--- config.mk ---
export PLATFORM = sky130hd
export DESIGN_NAME = mem_port_arbiter
export DESIGN_NICKNAME = d
export VERILOG_FILES = /design/src/rtl/mem_arb_pkg.sv /design/src/rtl/mem_port_arbiter.sv
export SDC_FILE = /design/constraint.sdc
export NUM_CORES = 1
export LEC_CHECK = 0
export CORE_AREA = 2 2 183 185
export DETAILED_ROUTE_END_ITERATION = 10
export DIE_AREA = 0 0 185 187
export SYNTH_ARGS = -nofsm -noshare
export SYNTH_HDL_FRONTEND = slang
export SYNTH_SLANG_ARGS = --single-unit
--- constraint.sdc ---
create_clock -name i_clk -period 2.75 [get_ports i_clk]
set_input_delay 0.55 -clock i_clk [delete_from_list [all_inputs] [get_ports i_clk]]
set_output_delay 0.55 -clock i_clk [all_outputs]
set_load 0.05 [all_outputs]
--- src/rtl/mem_arb_pkg.sv ---
// mem_arb_pkg: shared arbiter state/owner enums and default parameter constants
package mem_arb_pkg;
  localparam int ADDR_W_DEF     = 64;
  localparam int DATA_W_DEF     = 64;
  localparam int STARVE_MAX_DEF = 4;
  typedef enum logic [1:0] {IDLE, REQ, RESP} t_arb_state;
  typedef enum logic [1:0] {NONE, IF, MEM} t_owner;
endpackage

--- src/rtl/mem_port_arbiter.sv ---
// mem_port_arbiter: shares one memory port between fetch (IF) and load/store (MEM) requesters with starvation guard; ports: i_clk/i_rst, IF req/addr, MEM req/we/addr/wdata/wstrb, done pulses, rdata, stall, shared port request/response
module mem_port_arbiter
  import mem_arb_pkg::*;
#(
  parameter int ADDR_W     = ADDR_W_DEF,
  parameter int DATA_W     = DATA_W_DEF,
  parameter int STARVE_MAX = STARVE_MAX_DEF
) (
  input  logic                i_clk,
  input  logic                i_rst,
  input  logic                i_if_req,
  input  logic [ADDR_W-1:0]   i_if_addr,
  input  logic                i_mem_req,
  input  logic                i_mem_we,
  input  logic [ADDR_W-1:0]   i_mem_addr,
  input  logic [DATA_W-1:0]   i_mem_wdata,
  input  logic [DATA_W/8-1:0] i_mem_wstrb,
  output logic                o_if_done,
  output logic                o_mem_done,
  output logic [DATA_W-1:0]   o_rdata,
  output logic                o_stall,
  output logic                o_port_valid,
  output logic                o_port_we,
  output logic [ADDR_W-1:0]   o_port_addr,
  output logic [DATA_W-1:0]   o_port_wdata,
  output logic [DATA_W/8-1:0] o_port_wstrb,
  input  logic                i_port_ready,
  input  logic                i_port_rvalid,
  input  logic [DATA_W-1:0]   i_port_rdata
);
  localparam int CW = $clog2(STARVE_MAX + 1);
  t_arb_state          state;
  t_owner              owner;
  logic [CW-1:0]       starve;
  logic                we_q;
  logic [ADDR_W-1:0]   addr_q;
  logic [DATA_W-1:0]   wdata_q;
  logic [DATA_W/8-1:0] wstrb_q;
  logic                mem_win;
  logic                resp_done;
  logic [CW-1:0]       starve_inc;
  assign mem_win    = i_mem_req && (starve < CW'(STARVE_MAX));
  assign starve_inc = (starve == CW'(STARVE_MAX)) ? starve : starve + 1'b1;
  // reset abandons an in-flight response, so completion is masked by i_rst
  assign resp_done    = (state == RESP) && i_port_rvalid && !i_rst;
  assign o_if_done    = resp_done && (owner == IF);
  assign o_mem_done   = resp_done && (owner == MEM);
  assign o_rdata      = resp_done ? i_port_rdata : '0;
  assign o_stall      = (i_if_req && !o_if_done) || (i_mem_req && !o_mem_done);
  assign o_port_valid = (state == REQ) && !i_rst;
  assign o_port_we    = we_q && !i_rst;
  assign o_port_addr  = addr_q;
  assign o_port_wdata = wdata_q;
  assign o_port_wstrb = wstrb_q;
  always_ff @(posedge i_clk) begin
    if (i_rst) begin
      state   <= IDLE;
      owner   <= NONE;
      starve  <= '0;
      we_q    <= 1'b0;
      addr_q  <= '0;
      wdata_q <= '0;
      wstrb_q <= '0;
    end else begin
      case (state)
        IDLE: begin
          if (mem_win) begin
            state   <= REQ;
            owner   <= MEM;
            we_q    <= i_mem_we;
            addr_q  <= i_mem_addr;
            wdata_q <= i_mem_wdata;
            wstrb_q <= i_mem_wstrb;
            starve  <= i_if_req ? starve_inc : '0;
          end else if (i_if_req) begin
            state   <= REQ;
            owner   <= IF;
            we_q    <= 1'b0;
            addr_q  <= i_if_addr;
            wdata_q <= '0;
            wstrb_q <= '0;
            starve  <= '0;
          end else begin
            starve  <= '0;
          end
        end
        REQ:  state <= i_port_ready ? RESP : REQ;
        RESP: begin
          if (i_port_rvalid) begin
            state <= IDLE;
            owner <= NONE;
          end
        end
        default: state <= IDLE;
      endcase
    end
  end
endmodule

== After elaboration in Yosys (flattened, before gate mapping) ==
Cells that the tools add are included.
Word-level totals
  register bits: 144
  input bits: 271
  output and inout port bits: 205
  logic and storage cells: 56
Operators by class
  add/subtract/negate cells: 1
  order comparisons: 1
  equal/unequal tests: 8
  multiplexer cells: 19
  reduce and logical (&&, ||, !) cells: 20
Operators by type and width (number)
  2-to-1 mux 64 bit: 5
  2-to-1 mux 8 bit: 2
  2-to-1 mux 2 bit: 5
  logical AND 1 bit: 9
  2-to-1 mux 3 bit: 3
  inequality test 3 bit (second input constant): 2
  one-hot mux 2 bit (3 select lines): 1
  AND reduction 2 bit: 3
  equality test 2 x 1 -> 1 bit (second input constant): 2
  equality test 2 bit (second input constant): 2
  one-hot mux 2 bit (2 select lines): 1
  nonzero test 2 bit: 2
  adder 3 x 1 -> 3 bit (second input constant): 1
  equality test 3 bit (second input constant): 1
  zero test 1 bit: 3
  less-than comparator 3 bit (second input constant): 1
  AND reduction 3 bit: 1
  zero test 2 bit: 1
  2-to-1 mux 1 bit: 2
  inequality test 2 bit (second input constant): 1
  logical OR 1 bit: 1

== Longest topological paths before layout ==
Gate-level depths: netlist (run 1).
  word-level depth: 7
  depth in mapped cells: 6

== Least setup slack after synthesis (run 1) ==
Ideal clock, no wire load.
  path kind: input to output
  start point: input port i_rst
  end point: output port o_stall
  data arrival time: 2734 ps
  required time: 2200 ps
  path slack: -534 ps
  cell stages on the path: 3
  buffers on the path: 0
  path through: and4bb_1 nor3b_1 a2bb2oi_1
Between the ends
  cells in the longest elaborated chain, start to end: 6
RTL lines
  start, declared: RTL line mem_port_arbiter.sv:10  | input logic i_rst,
  zero test 1 bit: RTL line mem_port_arbiter.sv:45  | assign resp_done = (state == RESP) && i_port_rvalid && !i_rst;
  logical AND 1 bit: RTL line mem_port_arbiter.sv:45
  logical AND 1 bit: RTL line mem_port_arbiter.sv:46  | assign o_if_done = resp_done && (owner == IF);
  via o_if_done: RTL line mem_port_arbiter.sv:18  | output logic o_if_done,
  zero test 1 bit: RTL line mem_port_arbiter.sv:49  | assign o_stall = (i_if_req && !o_if_done) || (i_mem_req && !o_mem_done);
  logical AND 1 bit: RTL line mem_port_arbiter.sv:49
  logical OR 1 bit: RTL line mem_port_arbiter.sv:49
  end, declared: RTL line mem_port_arbiter.sv:21  | output logic o_stall,
The timed path passes the listed nets, and every way through them passes these cells.

== Worst setup path after layout (run 1) ==
  start point: input port i_port_rvalid
  end point: output port o_mem_done
Between the ends
  cells in the longest elaborated chain, start to end: 3
RTL lines
  start, declared: RTL line mem_port_arbiter.sv:28  | input logic i_port_rvalid,
  logical AND 1 bit (2 in a row): RTL line mem_port_arbiter.sv:45
  logical AND 1 bit: RTL line mem_port_arbiter.sv:47  | assign o_mem_done = resp_done && (owner == MEM);
  end, declared: RTL line mem_port_arbiter.sv:19  | output logic o_mem_done,
No other way between the ends.

==> results of run 1 <==
[flip-flops by register name (all words and copies together), names as in the netlist]
name,count
owner,2
o_port_addr,64
starve,3
we_q,1
o_port_wstrb,8
o_port_wdata,64
state,2
[placed cells by master (no fill, tap or decap), types with 2 or more instances in the layout]
master and instances:
buf_4 14, o221a_2 33, bufinv_16 6, dfxtp_1 144
nor3b_2 2, clkdlybuf4s50_1 406, nor2_1 31, a21oi_1 39
a2111oi_0 2, nor3_1 2, a221o_1 28, clkbuf_16 17
a22o_1 73, inv_1 70, buf_12 71, and2_1 64
o221a_1 3, nand3_1 2, ha_1 2, a31oi_1 30
o21ai_0 2, clkinv_4 2, inv_6 2, clkinvlp_4 2
nand2_1 59
[critical path, stage by stage]
cell	delay (ns)
clkdlybuf4s50_1	0.52
and4bb_1	0.27
buf_4	0.29
and3_1	0.26
buf_12	0.15
[worst max path at each step]
| stage | start | endpoint |
|---|---|---|
| after floorplan | i_rst | o_stall |
| after global placement | i_port_rvalid | o_mem_done |
| after detailed placement | i_port_rvalid | o_mem_done |
| after CTS | i_port_rvalid | o_mem_done |
| after global routing | i_port_rvalid | o_mem_done |
| final | i_port_rvalid | o_mem_done |
[layer usage]
layer  vias up  GRT usage (%)
li1       3251              -
met1      3163           16.6
met2       284           25.4
met3        35           5.35
met4         0           5.01
met5         -              0
[cells in the mapped netlist (all sizes together)]
cell type    n  area share, %
dfxtp      144             47
a22o        73             10
inv         70            4.2
and2        64            6.5
nand2       59            3.6
buf         46            4.8
a21oi       39            3.1
o221a       36            6.5
nor2        32            2.0
a31oi       30            3.0
a221o       28            4.5
clkbuf      18            1.1
a2111oi      2           0.28
ha           2           0.40
nand3        2           0.16
nor2b        2           0.20
nor3         2           0.16
nor3b        2           0.32
o21ai        2           0.16
a2bb2oi      1           0.14
a31o         1           0.14
a32oi        1           0.14
and3         1           0.10
and3b        1           0.14
and4bb       1           0.20
nand2b       1           0.10
nand4        1           0.10
nor4         1           0.20
nor4b        1           0.38
o21a         1           0.12
o2bb2ai      1           0.24
or2          1           0.10
[final cells by class]
| cell class | count | area share (%) |
|---|---|---|
| clock buffer | 18 | 3.38 |
| sequential | 144 | 22.7 |
| timing repair buffer | 492 | 44.1 |
| inverter | 70 | 2.07 |
| multi-input combinational | 388 | 21.4 |
| tap | 448 | 4.42 |
| clock inverter | 13 | 1.85 |
[through the flow]
stage | setup slack (ns) | hold WS (ns)
6_report | 0.167 | 0.475
5_1_grt | 0.0521 | 0.491
4_1_cts | 0.150 | 0.479
3_5_place_dp | 0.150 | 0.464
3_3_place_gp | 0.195 | 0.457
2_1_floorplan | 0.144 | 0.449
[logic make-up (layout without fill, tap and decap cells)]
family	Yosys count	in the layout	synth area share [%]
AO/OA/AOI/OAI	215	215	28.8
adder cells (fa/ha/maj)	2	2	0.404
buffers and inverters	134	593	10.1
flip-flops	144	144	46.5
AND/OR/NAND/NOR	171	171	14.2
[where the power goes]
group	switching [mW]	internal, mW
Sequential	0.109	2.27
Combinational	1.15	0.897
Clock	0.979	1.70
Total	2.24	4.87
==> results.json, run 1 <==
{
  "ctsLongestPathBuffers": 2,
  "vias": 6733,
  "fin_tns_setup_ns": 0,
  "die_x_um": 185,
  "final_cells": 1573,
  "peakVddDrop_mv": 0.422,
  "cts_resized": 0,
  "drive_gt1_share_pct": 14.0,
  "reg2regPathDepth": 5,
  "path_max_fanout": 34,
  "fin_area_mm2": 0.0127,
  "dr.max_layer_used": "met4",
  "start_util_pct": 18.9,
  "worst_pin_slew_ns": 0.586,
  "avgSynthCellArea_um2": 9.31,
  "drc": 0,
  "fmax_mhz": 387,
  "syn_inst": 666,
  "syn2layout_area_growth_pct": 105,
  "post_drt_via_cell_ratio": 4.28,
  "gr-usage-all-layers_pct": 14.7,
  "wl_met3_um": 2420,
  "start_kind": "input pin",
  "syn-cell-area_mm2": 0.00620,
  "drv_cap": 0,
  "status": "complete, no violations",
  "die_y_um": 187,
  "die_area_mm2": 0.0346,
  "wl_per_cell_um": 16.7,
  "synth_seq_area_share_pct": 46.5,
  "whs_path_depth": 2,
  "clock-sinks": 144,
  "endpoint_kind": "output pin",
  "r2r_end": "o_port_addr[53]",
  "h-tree-depth": 4,
  "rows": 67,
  "setup_viol": 0,
  "clk_pin_slew_worst_paths_ns": 0.06,
  "gp_congestion": 0.734,
  "rsz0062_at_grt": "no",
  "num_antenna_cells": 0,
  "num_io_pins": 476,
  "wl_met1_um": 10400,
  "dp_cells": 1542,
  "grt_pass1_wl_um": 38900,
  "fin_crit_sh_pct": 93.9,
  "power_mw": 7.11,
  "core_mm2": 0.0329,
  "place_hpwl_um": 19200,
  "drt_iter0_markers": 281,
  "routed_wl_um": 26300,
  "post_cts_buffers": 0,
  "hold_start": "starve[1]",
  "ys_ff_latch": 144,
  "cts_tree": "done",
  "portBuffers": 475,
  "r2r_start": "state[1]",
  "hp-class": "reg -> reg",
  "seq_area_mm2": 0.00288,
  "min_to": "starve[1]",
  "multiInputGateArea_mm2": 0.00272,
  "post_dp_cell_area_mm2": 0.0120,
  "dr.pass1.iters": 4,
  "fillers": 3258,
  "synth.distinct_cells": 37,
  "power.density_mw_per_mm2": 561,
  "leakagePower_nw": 5.02,
  "relSlewSlack_pct": 60.8,
  "routed-wl-met2_um": 13000,
  "finalCoreUtilization_pct": 38.6,
  "fin_nets": 1386,
  "drv_slew": 0,
  "critPathArrivalTime_ns": 2.03,
  "grt_pass1_vias": 6671,
  "skew_ns": 0.00796,
  "cts_hold_buffers": 0,
  "drtAntennaViolNets": 0,
  "hold_viol_final": 0,
  "grt_overflow": 0,
  "cts_buffers": 17,
  "fin_crit_ns": 2.58,
  "cts_root_buf": "clkbuf_16",
  "setup.worst_path.class": "in -> out",
  "r2r_setup_slack_ns": 1.10,
  "antenna_found_initial": 0,
  "grt_max_degree": 75,
  "ys.warnings.count": 0,
  "clk-insertion-delay-late_ns": 0.44,
  "crit_required_ns": 2.20,
  "synth.net_count": 939
}
(Power assumes the default switching activity.)
==> run 2: changes to the inputs <==
RECOVER_POWER = 50   (was not set)
==> results.json, run 2 (same netlist as run 1, synthesis figures left out) <==
{
  "status": "complete, no violations",
  "gp_congestion": 0.734,
  "grt_overflow": 0,
  "drv_cap": 0,
  "setup.worst_path.class": "in -> out",
  "num_io_pins": 476,
  "core_mm2": 0.0329,
  "cts_root_buf": "clkbuf_16",
  "clk-insertion-delay-late_ns": 0.44,
  "path_max_fanout": 34,
  "internal_power_mw": 4.85,
  "fin_crit_sh_pct": 94.1,
  "gr-usage-all-layers_pct": 14.7,
  "wl_per_cell_um": 16.7,
  "hold_viol_final": 0,
  "rsz0062_at_grt": "no",
  "fin_area_mm2": 0.0126,
  "cts_resized": 0,
  "routed_wl_um": 26300,
  "start_kind": "input pin",
  "critPathArrivalTime_ns": 2.04,
  "p_clk_share_pct": 37.9,
  "clock-sinks": 144,
  "final_cell_mix": "376 x clkdlybuf4s50_1, 144 x dfxtp_1, 73 x a22o_1",
  "grt_max_degree": 75,
  "slowest_delay_ns": 0.52,
  "grt_pass1_wl_um": 38900,
  "seqPwrFrac_pct": 33.6,
  "post_dp_cell_area_mm2": 0.0120,
  "num_antenna_cells": 0,
  "cts_buffers": 17,
  "hp-class": "reg -> reg",
  "syn2layout_area_growth_pct": 104,
  "die_y_um": 187,
  "endpoint_kind": "output pin",
  "start_util_pct": 18.9,
  "fin_tns_setup_ns": 0,
  "drt_iter0_markers": 276,
  "vias": 6729,
  "post_drt_via_cell_ratio": 4.28,
  "drv_slew": 0,
  "h-tree-depth": 4,
  "portBuffers": 475,
  "final_cells": 1573,
  "fin_crit_ns": 2.59,
  "clk_pin_slew_worst_paths_ns": 0.06,
  "post-place-ws_ns": 0.150,
  "dr.pass1.iters": 4,
  "worst_slack_ns": 0.164,
  "setup_viol": 0,
  "worst_pin_slew_ns": 0.918,
  "fmax_mhz": 387,
  "post_cts_buffers": 0,
  "fin_nets": 1386,
  "grt_pass1_vias": 6671,
  "drc": 0,
  "power.density_mw_per_mm2": 562,
  "p_comb_share_pct": 28.5,
  "cp_slowest_cell": "clkdlybuf4s50_1",
  "power.switching_mw": 2.24,
  "skew_ns": 0.00783,
  "crit_chain": "clkdlybuf4s50_1 > and4bb_1 > buf_4 > and3_1 > buf_12",
  "relSlewSlack_pct": 38.8,
  "leakagePower_nw": 5.07,
  "ctsLongestPathBuffers": 2,
  "p_sw_share_pct": 31.6,
  "finalCoreUtilization_pct": 38.4,
  "peakVddDrop_mv": 0.423,
  "drtAntennaViolNets": 0,
  "die_area_mm2": 0.0346,
  "layout_commonest_cell": "clkdlybuf4s50_1",
  "die_x_um": 185,
  "dp_cells": 1542,
  "antenna_found_initial": 0,
  "cts_hold_buffers": 0,
  "crit_required_ns": 2.20,
  "rows": 67,
  "cts_tree": "done",
  "place_hpwl_um": 19200,
  "drive_gt1_share_pct": 13.6
}
run 2: layer usage:
layer  vias to the layer above  GRT usage [%]  wire (µm)
met3                        36           5.35       2380
li1                       3255              -          -
met2                       285           25.4      13000
met4                         0           5.01        523
met1                      3153           16.6      10400
met5                         -              0          0
run 2: final timing paths:
path	start	cells past startpoint	slack [ns]	end
max reg2reg	state[1]	5	0.63	o_port_addr[45]
min reg2reg	o_port_wstrb[0]	1	0.47	o_port_wstrb[0]
max	i_port_rvalid	5	0.16	o_mem_done
min	o_port_wstrb[0]	1	0.47	o_port_wstrb[0]
run 2: per-stage QoR:
| step | hold WS [ns] | power [mW] |
|---|---|---|
| global route | 0.486 | 7.39 |
| CTS | 0.479 | 7.22 |
| finish | 0.469 | 7.09 |
| global placement | 0.457 | 4.47 |
| detailed placement | 0.464 | 4.48 |
| floorplan | 0.449 | 3.55 |
run 2: worst max-delay path: cells and delay by family:
family	cells	cell delay, ns
buffers and inverters	3	0.96
and+or+nand+nor	2	0.53
run 2: power by group through the flow:
stage | Combinational (mW) | Clock [mW] | Sequential (mW)
after floorplan | 0.515 | 0 | 3.04
after global placement | 2.05 | 0 | 2.42
after detailed placement | 2.06 | 0 | 2.43
after CTS | 2.07 | 2.77 | 2.38
after global routing | 2.13 | 2.85 | 2.41
final | 2.02 | 2.69 | 2.38
run 2: cell type report:
class,count,area (µm²)
Fill cell,3269,20200
Timing Repair Buffer,492,5560
Sequential cell,144,2880
Multi-Input combinational cell,388,2690
Tap cell,448,561
Clock buffer,18,429
Inverter,70,263
Clock inverter,13,235
==> run 3: changes to the inputs <==
REMOVE_ABC_BUFFERS = 1   (was not set)
==> results.json, run 3 (same netlist as run 1, synthesis figures left out) <==
{
  "power_mw": 6.83,
  "hold_viol_final": 0,
  "slowest_delay_ns": 0.54,
  "leakagePower_nw": 4.88,
  "start_kind": "input pin",
  "fin_nets": 1386,
  "dr.pass1.iters": 4,
  "rsz0062_at_grt": "no",
  "rows": 67,
  "h-tree-depth": 4,
  "fin_crit_sh_pct": 94.6,
  "layout_commonest_cell": "clkdlybuf4s50_1",
  "drt_iter0_markers": 331,
  "start_util_pct": 18.9,
  "fin_crit_ns": 2.60,
  "post-place-ws_ns": 0.128,
  "clk-insertion-delay-late_ns": 0.44,
  "endpoint_kind": "output pin",
  "cts_resized": 0,
  "post_cts_buffers": 0,
  "path_max_fanout": 4,
  "skew_ns": 0.00856,
  "place_hpwl_um": 20200,
  "ctsLongestPathBuffers": 2,
  "die_area_mm2": 0.0346,
  "gr-usage-all-layers_pct": 15.4,
  "drive_gt1_share_pct": 13.9,
  "cts_hold_buffers": 0,
  "peakVddDrop_mv": 0.414,
  "grt_max_degree": 76,
  "worst_slack_ns": 0.148,
  "gp_congestion": 0.819,
  "antenna_found_initial": 2,
  "setup_viol": 0,
  "drc": 0,
  "drtAntennaViolNets": 0,
  "syn2layout_area_growth_pct": 90.1,
  "fillers": 3349,
  "final_cell_mix": "375 x clkdlybuf4s50_1, 144 x dfxtp_1, 73 x a22o_1, 73 x buf_4, 70 x inv_1",
  "multiInputGateArea_mm2": 0.00270,
  "grt_pass1_vias": 6816,
  "hp-class": "reg -> reg",
  "die_x_um": 185,
  "core_mm2": 0.0329,
  "critical_path.top_delay_family": "buffers and inverters",
  "clk_pin_slew_worst_paths_ns": 0.07,
  "wl_per_cell_um": 17.6,
  "drv_cap": 0,
  "post_drt_via_cell_ratio": 4.31,
  "fmax_mhz": 384,
  "critPathArrivalTime_ns": 2.05,
  "clock-sinks": 144,
  "final_cells": 1574,
  "worst_pin_slew_ns": 0.876,
  "cts_buffers": 17,
  "crit_chain": "clkdlybuf4s50_1 > and4bb_2 > nor3b_1 > a2bb2oi_1 > buf_12",
  "routed_wl_um": 27700,
  "critPathBufInv": 2,
  "vias": 6777,
  "drv_slew": 0,
  "seq_area_mm2": 0.00288,
  "cts_tree": "done",
  "die_y_um": 187,
  "setup.worst_path.class": "in -> out",
  "num_io_pins": 476,
  "portBuffers": 475,
  "cts_root_buf": "clkbuf_16",
  "grt_overflow": 0,
  "cp_slowest_cell": "clkdlybuf4s50_1",
  "dp_cells": 1542,
  "relSlewSlack_pct": 41.6,
  "num_antenna_cells": 0,
  "grt_pass1_wl_um": 40400,
  "crit_required_ns": 2.20,
  "status": "complete, no violations",
  "power.density_mw_per_mm2": 580
}
[run 3: worst register-to-register path, stage by stage (launching register included)]
cell and delay (ns):
dfxtp_1 0.31, clkbuf_1 0.26, nor4_1 0.57, clkbuf_4 0.79
a22o_1 0.32
[run 3: layout make-up]
| cell class | instances | share of cell area (%) |
|---|---|---|
| timing repair buffer | 492 | 40.6 |
| tap | 448 | 4.76 |
| clock buffer | 17 | 3.61 |
| sequential | 144 | 24.5 |
| clock inverter | 15 | 1.48 |
| inverter | 70 | 2.23 |
| multi-input combinational | 388 | 22.9 |
[run 3: power breakdown]
part | total [mW] | internal [mW] | switching [mW]
logic | 2.01 | 0.857 | 1.16
registers | 2.38 | 2.27 | 0.109
clock network | 2.44 | 1.37 | 1.07
[run 3: routing by layer]
| layer | GRT usage [%] | part of all wire [%] | wire [µm] | vias to the layer above |
|---|---|---|---|---|
| li1 | - | - | - | 3249 |
| met1 | 18.2 | 42 | 11600 | 3189 |
| met2 | 25.7 | 47 | 13200 | 291 |
| met3 | 5.30 | 8.1 | 2260 | 44 |
| met4 | 5.68 | 2.4 | 667 | 4 |
| met5 | 0 | 0.097 | 27 | - |
[run 3: through the flow]
| step | setup TNS [ns] | area (µm²) | util (%) | hold slack [ns] |
|---|---|---|---|---|
| 2_1_floorplan | -196.48 | 5830 | - | 0.443 |
| 3_3_place_gp | 0 | 11200 | 34.2 | 0.458 |
| 3_5_place_dp | 0 | 11200 | 34.2 | 0.463 |
| 4_1_cts | 0 | 11800 | 36.0 | 0.482 |
| 5_1_grt | 0 | 11800 | 35.8 | 0.491 |
| 6_report | 0 | 11800 | 35.8 | 0.477 |
[run 3: path summary, 6_finish.rpt]
path	endpoint	slack, ns	startpoint	cells past startpoint
worst max-delay path	o_stall	0.15	i_port_rvalid	5
worst min-delay path	o_port_wdata[53]	0.48	o_port_wdata[53]	1
worst max register to register	o_port_wdata[2]	0.45	state[1]	4
worst min register to register	o_port_wdata[53]	0.48	o_port_wdata[53]	1
